$ cat src/rtl/text_pkg.sv
// rtl/text_pkg.sv - shared constants and types for the on-screen text path
package text_pkg;

    localparam int GLYPH_W    = 50;
    localparam int NUM_GLYPHS = 26;

    localparam logic [4:0] BLANK_LETTER = 5'd31;

    localparam logic [4:0] LTR_E = 5'd4;
    localparam logic [4:0] LTR_I = 5'd8;
    localparam logic [4:0] LTR_M = 5'd12;
    localparam logic [4:0] LTR_P = 5'd15;
    localparam logic [4:0] LTR_S = 5'd18;
    localparam logic [4:0] LTR_T = 5'd19;
    localparam logic [4:0] LTR_U = 5'd20;

    typedef logic [7:0] rgb332_t;

endpackage

$ cat src/rtl/glyph_rom.sv
// rtl/glyph_rom.sv - 65000 x 1 glyph bitmap ROM, 16-bit address, 1-cycle synchronous read
module glyph_rom (
    input  logic        clk,
    input  logic [15:0] addr,
    output logic        rd_data
);

    localparam logic [15:0] DEPTH = 16'd65000;

    // Bitmap content is a fixed address pattern; addresses past the last glyph read as clear.
    always_ff @(posedge clk) begin
        if (addr < DEPTH)
            rd_data <= ^(addr & 16'h8109);
        else
            rd_data <= 1'b0;
    end

endmodule

$ cat src/rtl/glyph_pixel_renderer.sv
// rtl/glyph_pixel_renderer.sv - 3-stage (letter, pixel) to RGB332 renderer; optional blink via BLINK_EN
module glyph_pixel_renderer
    import text_pkg::*;
#(
    parameter int      GLYPH_W      = text_pkg::GLYPH_W,
    parameter int      NUM_GLYPHS   = text_pkg::NUM_GLYPHS,
    parameter rgb332_t FG_COLOR     = 8'hFF,
    parameter rgb332_t BG_COLOR     = 8'h00,
    parameter int      BLINK_FRAMES = 30
) (
    input  logic        clk,
    input  logic        reset,
    input  logic        in_valid,
    input  logic [8:0]  row,
    input  logic [9:0]  col,
    input  logic [4:0]  letter,
    input  logic [12:0] pixel,
    input  logic        frame_tick,
    output logic        out_valid,
    output rgb332_t     color,
    output logic [8:0]  out_row,
    output logic [9:0]  out_col
);

    localparam logic [15:0] GLYPH_SIZE = 16'(GLYPH_W * GLYPH_W);
    localparam logic [12:0] PIX_LIMIT  = 13'(GLYPH_W * GLYPH_W);
    localparam logic [4:0]  LTR_LIMIT  = 5'(NUM_GLYPHS);

    logic        s1_valid, s1_draw;
    logic [15:0] s1_addr;
    logic [8:0]  s1_row;
    logic [9:0]  s1_col;

    logic        s2_valid, s2_draw;
    logic [8:0]  s2_row;
    logic [9:0]  s2_col;

    logic        rom_bit;
    logic        draw_next;
    logic        visible;

    assign draw_next = (letter < LTR_LIMIT) && (pixel < PIX_LIMIT);

`ifdef BLINK_EN
    logic [5:0] blink_cnt;

    always_ff @(posedge clk or posedge reset) begin
        if (reset) begin
            blink_cnt <= 6'd0;
            visible   <= 1'b1;
        end else if (frame_tick) begin
            if (blink_cnt == 6'(BLINK_FRAMES - 1)) begin
                blink_cnt <= 6'd0;
                visible   <= ~visible;
            end else begin
                blink_cnt <= blink_cnt + 6'd1;
            end
        end
    end
`else
    logic unused_frame_tick;
    assign unused_frame_tick = frame_tick;
    assign visible = 1'b1;
`endif

    // Blank letters and out-of-glyph pixels park the address at 0 so the ROM stays in range.
    always_ff @(posedge clk or posedge reset) begin
        if (reset) begin
            s1_valid <= 1'b0;
            s1_draw  <= 1'b0;
            s1_addr  <= 16'd0;
            s1_row   <= 9'd0;
            s1_col   <= 10'd0;
        end else begin
            s1_valid <= in_valid;
            s1_draw  <= draw_next;
            s1_addr  <= draw_next ? (16'(letter) * GLYPH_SIZE + 16'(pixel)) : 16'd0;
            s1_row   <= row;
            s1_col   <= col;
        end
    end

    glyph_rom u_glyph_rom (
        .clk     (clk),
        .addr    (s1_addr),
        .rd_data (rom_bit)
    );

    always_ff @(posedge clk or posedge reset) begin
        if (reset) begin
            s2_valid <= 1'b0;
            s2_draw  <= 1'b0;
            s2_row   <= 9'd0;
            s2_col   <= 10'd0;
        end else begin
            s2_valid <= s1_valid;
            s2_draw  <= s1_draw;
            s2_row   <= s1_row;
            s2_col   <= s1_col;
        end
    end

    always_ff @(posedge clk or posedge reset) begin
        if (reset) begin
            out_valid <= 1'b0;
            color     <= BG_COLOR;
            out_row   <= 9'd0;
            out_col   <= 10'd0;
        end else begin
            out_valid <= s2_valid;
            color     <= (s2_draw && rom_bit && visible) ? FG_COLOR : BG_COLOR;
            out_row   <= s2_row;
            out_col   <= s2_col;
        end
    end

endmodule

$ cat config.mk
export PLATFORM = sky130hd
export DESIGN_NAME = glyph_pixel_renderer
export DESIGN_NICKNAME = d
export VERILOG_FILES = /design/src/rtl/text_pkg.sv /design/src/rtl/glyph_rom.sv /design/src/rtl/glyph_pixel_renderer.sv
export SDC_FILE = /design/constraint.sdc
export NUM_CORES = 1
export LEC_CHECK = 0
export CORE_UTILIZATION = 40
export CTS_CLUSTER_DIAMETER = 100
export DETAILED_ROUTE_END_ITERATION = 10
export HOLD_SLACK_MARGIN = 0.15
export PLACE_DENSITY = 0.61
export RECOVER_POWER = 100
export SLEW_MARGIN = 20
export SYNTH_ARGS = -nofsm -noshare
export SYNTH_HDL_FRONTEND = slang
export SYNTH_SLANG_ARGS = --single-unit
$ cat constraint.sdc
create_clock -name clk -period 5.1 [get_ports clk]
set_input_delay 1.02 -clock clk [delete_from_list [all_inputs] [get_ports clk]]
set_output_delay 1.02 -clock clk [all_outputs]
set_load 0.01 [all_outputs]
## After elaboration in Yosys (flattened, before gate mapping)

Index checks and enable logic that the tools add are counted.

| word-level totals | value |
|---|---|
| bits in registers | 87 |
| input bits | 41 |

| operators by class | value |
|---|---|
| $add $sub $neg | 1 |
| multiply operators | 1 |
| magnitude comparators | 3 |
| muxes and demuxes | 2 |
| reductions and logical operators | 3 |

Operators with widths:

| cell | count |
|---|---|
| $add 16x13->16 | 1 |
| $lt 16x16->1 const B | 1 |
| $mux 16 | 1 |
| $reduce_xor 16->1 | 1 |
| $mul 5x10->14 const B | 1 |
| $lt 13x12->1 const B | 1 |
| $mux 8 | 1 |
| $lt 5x5->1 const B | 1 |
| $logic_and 1x1->1 | 2 |

## Depth between registers and ports, before layout

Gate-level depths: netlist of run 1.

| depth | value |
|---|---|
| depth in word-level cells | 3 |
| gate-level depth with buffers | 16 |
| mapped depth without buffers | 16 |

## Modules after synthesis

A second synthesis of run 1 with hierarchy kept.

| second synthesis, totals | value |
|---|---|
| cells, all modules | 260 |
| area, all modules | 3,423.3 µm² |

By module, submodules not included:

| module | times used | cells an instance | area each (µm²) |
|---|---|---|---|
| glyph_pixel_renderer | 1 | 251 | 3,342.0 |
| glyph_rom | 1 | 9 | 81.3 |

## Worst setup path before layout of run 1

Ideal clock, no wire load.

| timing | value |
|---|---|
| path type | in2reg |
| start point | input letter[2] |
| end point | register s1_addr[15] |
| arrival time | 4.140 ns |
| setup slack | 0.894 ns |
| cell stages on the path | 15 |
| path buffers | 0 |
| path through | inv_1 fa_1 inv_1 ha_1 ha_1 ha_1 o21ai_0 nor2_1 a21oi_1 ha_1 or3_1 o31ai_1 o21ai_0 a211o_1 nand2_1 |

| between the ends | value |
|---|---|
| longest elaborated chain between the ends | 3 |
| elaborated cells between the ends (all ways) | 5 |

RTL lines:

| element | RTL line | RTL |
|---|---|---|
| from (decl) | glyph_pixel_renderer.sv:16 | `input logic [4:0] letter,` |
| $mul 5x10->14 or $lt 5x5->1 (tied branches) | glyph_pixel_renderer.sv:77, glyph_pixel_renderer.sv:42 |  |
| $add 16x13->16 or $logic_and 1x1->1 (tied branches) | glyph_pixel_renderer.sv:77, glyph_pixel_renderer.sv:42 |  |
| $mux 16 (*) | glyph_pixel_renderer.sv:77 | `s1_addr <= draw_next ? (16'(letter) * GLYPH_SIZE + 16'(pixel)) : 16'd0;` |
| to (signal assigned) | glyph_pixel_renderer.sv:77 |  |
| to (decl) | glyph_pixel_renderer.sv:30 | `logic [15:0] s1_addr;` |

Every way passes the cells marked *; elsewhere a longest branch is shown, timed or not.
A chain may end at the register's enable or synchronous reset.

## Worst setup path in the final report of run 1

Same ends and word-level chain as after synthesis.

==> results of run 1 <==
[final cells by class]
cell class              instances  area (um2)  area share
well taps                     105         131      0.0299
multi-input cells             161        1310       0.298
flip-flops and latches         78        1950       0.443
clock buffers                  10         128      0.0291
inverters                      19        71.3      0.0162
clock inverters                 6        62.6      0.0142
repair buffers                 78         743       0.169
[synthesized netlist by cell type, types with 2 or more instances]
library cell | count | area [um2]
inv_1 | 19 | 71.3
nand3_1 | 4 | 20.0
a211oi_1 | 4 | 30.0
xor2_1 | 6 | 52.6
nand2_1 | 9 | 33.8
and2_1 | 5 | 31.3
or3_1 | 2 | 12.5
a21oi_1 | 12 | 60.1
a21o_1 | 3 | 22.5
or2_2 | 2 | 12.5
nor2_1 | 20 | 75.1
buf_4 | 7 | 52.6
o2111ai_1 | 2 | 17.5
nor3_1 | 4 | 20.0
xnor2_1 | 11 | 96.3
o31ai_1 | 3 | 22.5
o21ai_0 | 7 | 35.0
fa_1 | 5 | 100
dfrtp_1 | 77 | 1930
o21a_1 | 3 | 22.5
ha_1 | 34 | 425
o21bai_1 | 2 | 15.0
nand4_1 | 4 | 25.0
a211o_1 | 2 | 17.5
[registers in the layout (all words and copies together), names as in the netlist]
name                 count
color                    1
out_col                 10
out_row                  9
out_valid                1
s1_addr                 14
s1_col                  10
s1_draw                  1
s1_row                   9
s1_valid                 1
s2_col                  10
s2_draw                  1
s2_row                   9
s2_valid                 1
u_glyph_rom.rd_data      1
[per-layer routing]
metal	part of all wire	GRT usage	wire, um
met1	0.47	0.196	2700
met4	0.0057	0.0500	33
met5	0	0	0
met3	0.049	0.0445	285
met2	0.48	0.223	2750
[stage by stage]
stage	instance area (um2)	utilization	total power, W
after floorplan	3400	-	0.000995
after CTS	4400	0.536	0.00157
after global routing	4390	0.535	0.00164
after global placement	4210	0.512	0.00113
final	4390	0.535	0.00153
after detailed placement	4210	0.512	0.00113
[worst max-delay path, stage by stage]
cell and delay [ns]:
dlygate4sd3_1 0.54, inv_1 0.08, fa_1 0.53, inv_1 0.04
ha_1 0.28, ha_1 0.31, ha_1 0.39, o21ai_0 0.13
nor2_1 0.10, a21oi_1 0.05, ha_1 0.18, or3_1 0.36
o31ai_1 0.32, o21ai_0 0.23, a211o_1 0.29, nand2_1 0.06
[how the worst min path moves through the flow]
stage | from | end | slack (ns) | depth (start not counted)
global route | s1_valid | s2_valid | 0.36 | 0
global placement | s2_row[1] | out_row[1] | 0.33 | 0
finish | s2_col[4] | out_col[4] | 0.35 | 0
floorplan | s2_col[0] | out_col[0] | 0.33 | 0
detailed placement | s2_col[4] | out_col[4] | 0.33 | 0
CTS | s2_col[4] | out_col[4] | 0.35 | 0
[kinds of logic after synthesis]
family	Yosys count	share of synthesized area
flops	78	0.572
simple gates	58	0.0856
compound gates	46	0.0941
fa+ha+maj	39	0.154
buf+inv	30	0.0434
xor+xnor	18	0.0507
[power breakdown]
group | switching [W] | leakage, nW | internal, W | total (W)
logic | 0.000215 | 1.03 | 0.000211 | 0.000426
registers | 0.0000136 | 0.935 | 0.000666 | 0.000680
clock network | 0.000198 | 0.100 | 0.000225 | 0.000423
total | 0.000427 | 2.07 | 0.00110 | 0.00153
==> metrics.txt, run 1 <==
status=finished with violations; failing checks=max-capacitance violations, max-slew violations; Root Driver=clkbuf_8; H-Tree Level Count=3; Yosys cell types=46; IO Count=69; global placer's final weighted congestion=between 0.7 and 0.8; Die Width=94.3 um; Detailed Place HPWL=4580 um; Via density=4.69; fmax=roughly 210 MHz; min Tclk post-route=4.66 ns; core area=0.00822 mm2; Die ar.=0.00888 mm2; Mapped Nets=349; commonest non-fill, non-tap cells in the layout=dfrtp_1, dlygate4sd3_1, ha_1; startpoint type of the worst setup path=input port; path depth of the worst reg2reg path=3; clk_lat worst skew=~0.33 ns; GRT Util Overall=0.146; setup skew after layout=0.00583 ns; ant diodes=0; PD cells=348 mW/mm2; reg-to-reg critical path endpoint=u_glyph_rom.rd_data; Port Buffers=66; Synth Register Bits=78; Worst Setup End Kind=register; Syn Inst Count=269; largest net degree at the start of global routing=46; Top FF cell, synth=dfrtp_1; Req. time, crit path=5.37 ns; max-cap violations=2; Final Max Tran Viols=80; FP Rows=33; reg-to-reg startpoint=s1_addr[8]; clk buf depth=2; share of layout cells above drive strength 1=0.0909; commonest non-fill, non-tap cell in the layout=dfrtp_1; Worst VDD drop=159 uV; number of global-route vias before repair=around 2100; antenna violations before repair=0; flop2flop setup slack=between 4 and 5 ns; crit path to=s1_addr[15]; Relative slew margins=-0.0863; # setup viols final=0; routed wire length per instance=12.6 um; Inst Count DP=~440; CP startpoint=letter[2]; FILL cells=slightly above 700; Cell Area, Synth=0.00340 mm2; TritonCTS clock tree=built; worst setup margin=0.443 ns; Total Neg Setup Slack=0 ns; DRT Wirelength=5770 um; nets@finish=427; iteration count of the initial detailed-routing pass=4; DP Worst Slack=0.166 ns; post-CTS setup buffer count=0; critical path peak fanout=6; Post-Syn Area per Cell=~13 um2; Hold Vio Cnt, Final=0; Worst-path clk slew=0.07 ns; Post-Layout Cell Count=457; Resize count post-CTS=0; CP arrival=4.92 ns; EDFF count, synth=0; Hold Crit Class=register to register; RSZ-0062 raised after global routing=false; ANT nets after route=0; FFs w/ async S/R, synth=0.987; via count=2142; worst slew pin tran=~1.6 ns; final hold slack=0.349 ns; first-pass GRT wire length=9650 um; Starting Density=0.414; Remaining Overflow, GRT=0; Pleak=2.07 nW; yosys warns=0; clock buffers created by TritonCTS=9; clock sinks=78; sequential area share after synthesis=0.572; Syn-to-layout area delta=29.0%; initial DRC count=between 50 and 60; critical path class=input port to register; Die H=94.3 um; # hold bufs at CTS=0; drt drc=0; period utilization=0.913
Power figures use the tool's default switching activity.
==> run 2, diff against run 1 <==
CORE_ASPECT_RATIO = 1.25   (was not set)
==> run 2 against run 1 <==
Against the previous run: the run ends with design-rule violations, max-capacitance violations, max-slew violations left; combinational power increased by 1%; worst setup slack got worse by 0.016 ns; non-clock buffer count is 1 higher; sequential share of layout area fell by 0.16 points; first-iteration DRC count increased by 71%; critical path depth did not move; via count up 3.1%; utilization barely moved; count of clock-buffer cells in the layout did not move; hold slack worse by 0.0018 ns.
==> metrics.txt, run 2 (synthesis results as in run 1) <==
commonest non-fill, non-tap cells in the layout=dfrtp_1, dlygate4sd3_1, ha_1; clock sinks=78; max FFs per register=14; ANT nets after route=0; DRT Wirelength=5880 um; Top reg by flops=s1_addr; clk_lat worst skew=0.34 ns; hold path start=s1_row[0]; Post-Layout Cell Count=451; share of layout cells above drive strength 1=0.0992; TritonCTS clock tree=built; FP Rows=37; # hold bufs at CTS=0; Hold Vio Cnt, Final=0; min Tclk post-route=4.67 ns; global routing met1 resource utilization=0.176; antenna violations before repair=0; Via density=4.90; global placer's final weighted congestion=0.790; path depth of the worst reg2reg path=3; fin area=0.00441 mm2; first-pass GRT wire length=9960 um; critical path peak fanout=6; clock buffers created by TritonCTS=9; Final Max Tran Viols=52; period utilization=0.916; met3 usage=0.0363; Root Driver=clkbuf_8; max-cap violations=1; nets@finish=428; Worst VDD drop=between 100 and 150 uV; Remaining Overflow, GRT=0; failing checks=design-rule violations, max-capacitance violations, max-slew violations; Final Core Density=0.535; startpoint type of the worst setup path=input port; CP arrival=between 4 and 5 ns; fmax=214 MHz; IO Count=69; via count=between 2000 and 2500; clk buf depth=2; worst slew pin tran=2.04 ns; commonest non-fill, non-tap cell in the layout=dfrtp_1; reg-to-reg startpoint=s1_addr[8]; Total Neg Setup Slack=0 ns; Hold Crit Class=register to register; routing usage on met2=0.250; largest net degree at the start of global routing=52; critical path class=input port to register; Inst Count DP=434; Worst-path clk slew=around 0.070 ns; number of global-route vias before repair=roughly 2200; Die H=105 um; hold worst-path end=s2_row[0]; initial DRC count=96; Top Usage Layer GRT=met2; Die ar.=roughly 0.009 mm2; # setup viols final=0; Worst Setup End Kind=register; PD cells=355 mW/mm2; Req. time, crit path=5.37 ns; post-CTS setup buffer count=0; core area=around 0.0082 mm2; Starting Density=0.413; reg-to-reg critical path endpoint=u_glyph_rom.rd_data; H-Tree Level Count=3; Detailed Place HPWL=between 4000 and 5000 um; Relative slew margins=-0.369; iteration count of the initial detailed-routing pass=9; RSZ-0062 raised after global routing=false; Worst Hold Depth=0; flop2flop setup slack=4.12 ns; Resize count post-CTS=0; Syn-to-layout area delta=29.5%; Port Buffers=66; Die Width=~85 um; setup skew after layout=just over 0.006 ns; DP Area=0.00421 mm2; routed wire length per instance=13.0 um; Pleak=2.07 nW; GRT Util Overall=0.147; status=finished with violations; drt drc=16
[run 2: cell count changes in the layout (fill, tap and decap cells not counted), moves of 2 or more]
cell and change:
clkinvlp_4 +2, clkinv_4 -2, inv_6 +2, clkinv_2 -2
[run 2: layer usage]
metal  share of wire  vias to the layer above
li1                -                     1072
met1            0.42                     1056
met2            0.50                       73
met3           0.060                        7
met4           0.016                        0
met5               0                        -
[run 2: worst max path at each step]
stage | start | end | slack, ns | depth (start not counted)
2_1_floorplan | letter[2] | s1_addr[15] | 0.89 | 15
3_3_place_gp | letter[2] | s1_addr[15] | 0.18 | 16
3_5_place_dp | letter[2] | s1_addr[14] | 0.15 | 16
4_1_cts | letter[2] | s1_addr[15] | 0.49 | 16
5_1_grt | letter[2] | s1_addr[15] | 0.17 | 16
6_report | letter[2] | s1_addr[15] | 0.43 | 16
[run 2: area by class of cell]
type / count / area, um2
Inverter: 19 / 72.6
Timing Repair Buffer: 79 / 751
Multi-Input combinational cell: 161 / 1310
Clock buffer: 10 / 138
Tap cell: 97 / 121
Clock inverter: 6 / 67.6
Fill cell: 737 / 3830
Antenna cell: 1 / 2.50
Sequential cell: 78 / 1950
[run 2: where the power goes]
group | internal [W] | total, W | switching (W)
Sequential | 0.000666 | 0.000679 | 0.0000136
Clock | 0.000242 | 0.000457 | 0.000215
Combinational | 0.000214 | 0.000431 | 0.000217
Total | 0.00112 | 0.00157 | 0.000446
[run 2: worst max-delay path, cell delays in order]
cell           delay (ns)
dlygate4sd3_1        0.54
inv_1                0.09
fa_1                 0.53
inv_1                0.04
ha_1                 0.29
ha_1                 0.30
ha_1                 0.39
o21ai_0              0.14
nor2_1               0.10
a21oi_1              0.05
ha_1                 0.18
or3_1                0.37
o31ai_1              0.31
o21ai_0              0.23
a211o_1              0.29
nand2_1              0.07
[run 2: stage by stage]
step	worst slack [ns]	power (W)	hold WS [ns]
2_1_floorplan	0.894	0.000995	0.331
3_3_place_gp	0.175	0.00113	0.331
3_5_place_dp	0.152	0.00114	0.335
4_1_cts	0.493	0.00160	0.348
5_1_grt	0.169	0.00167	0.349
6_report	0.427	0.00157	0.347
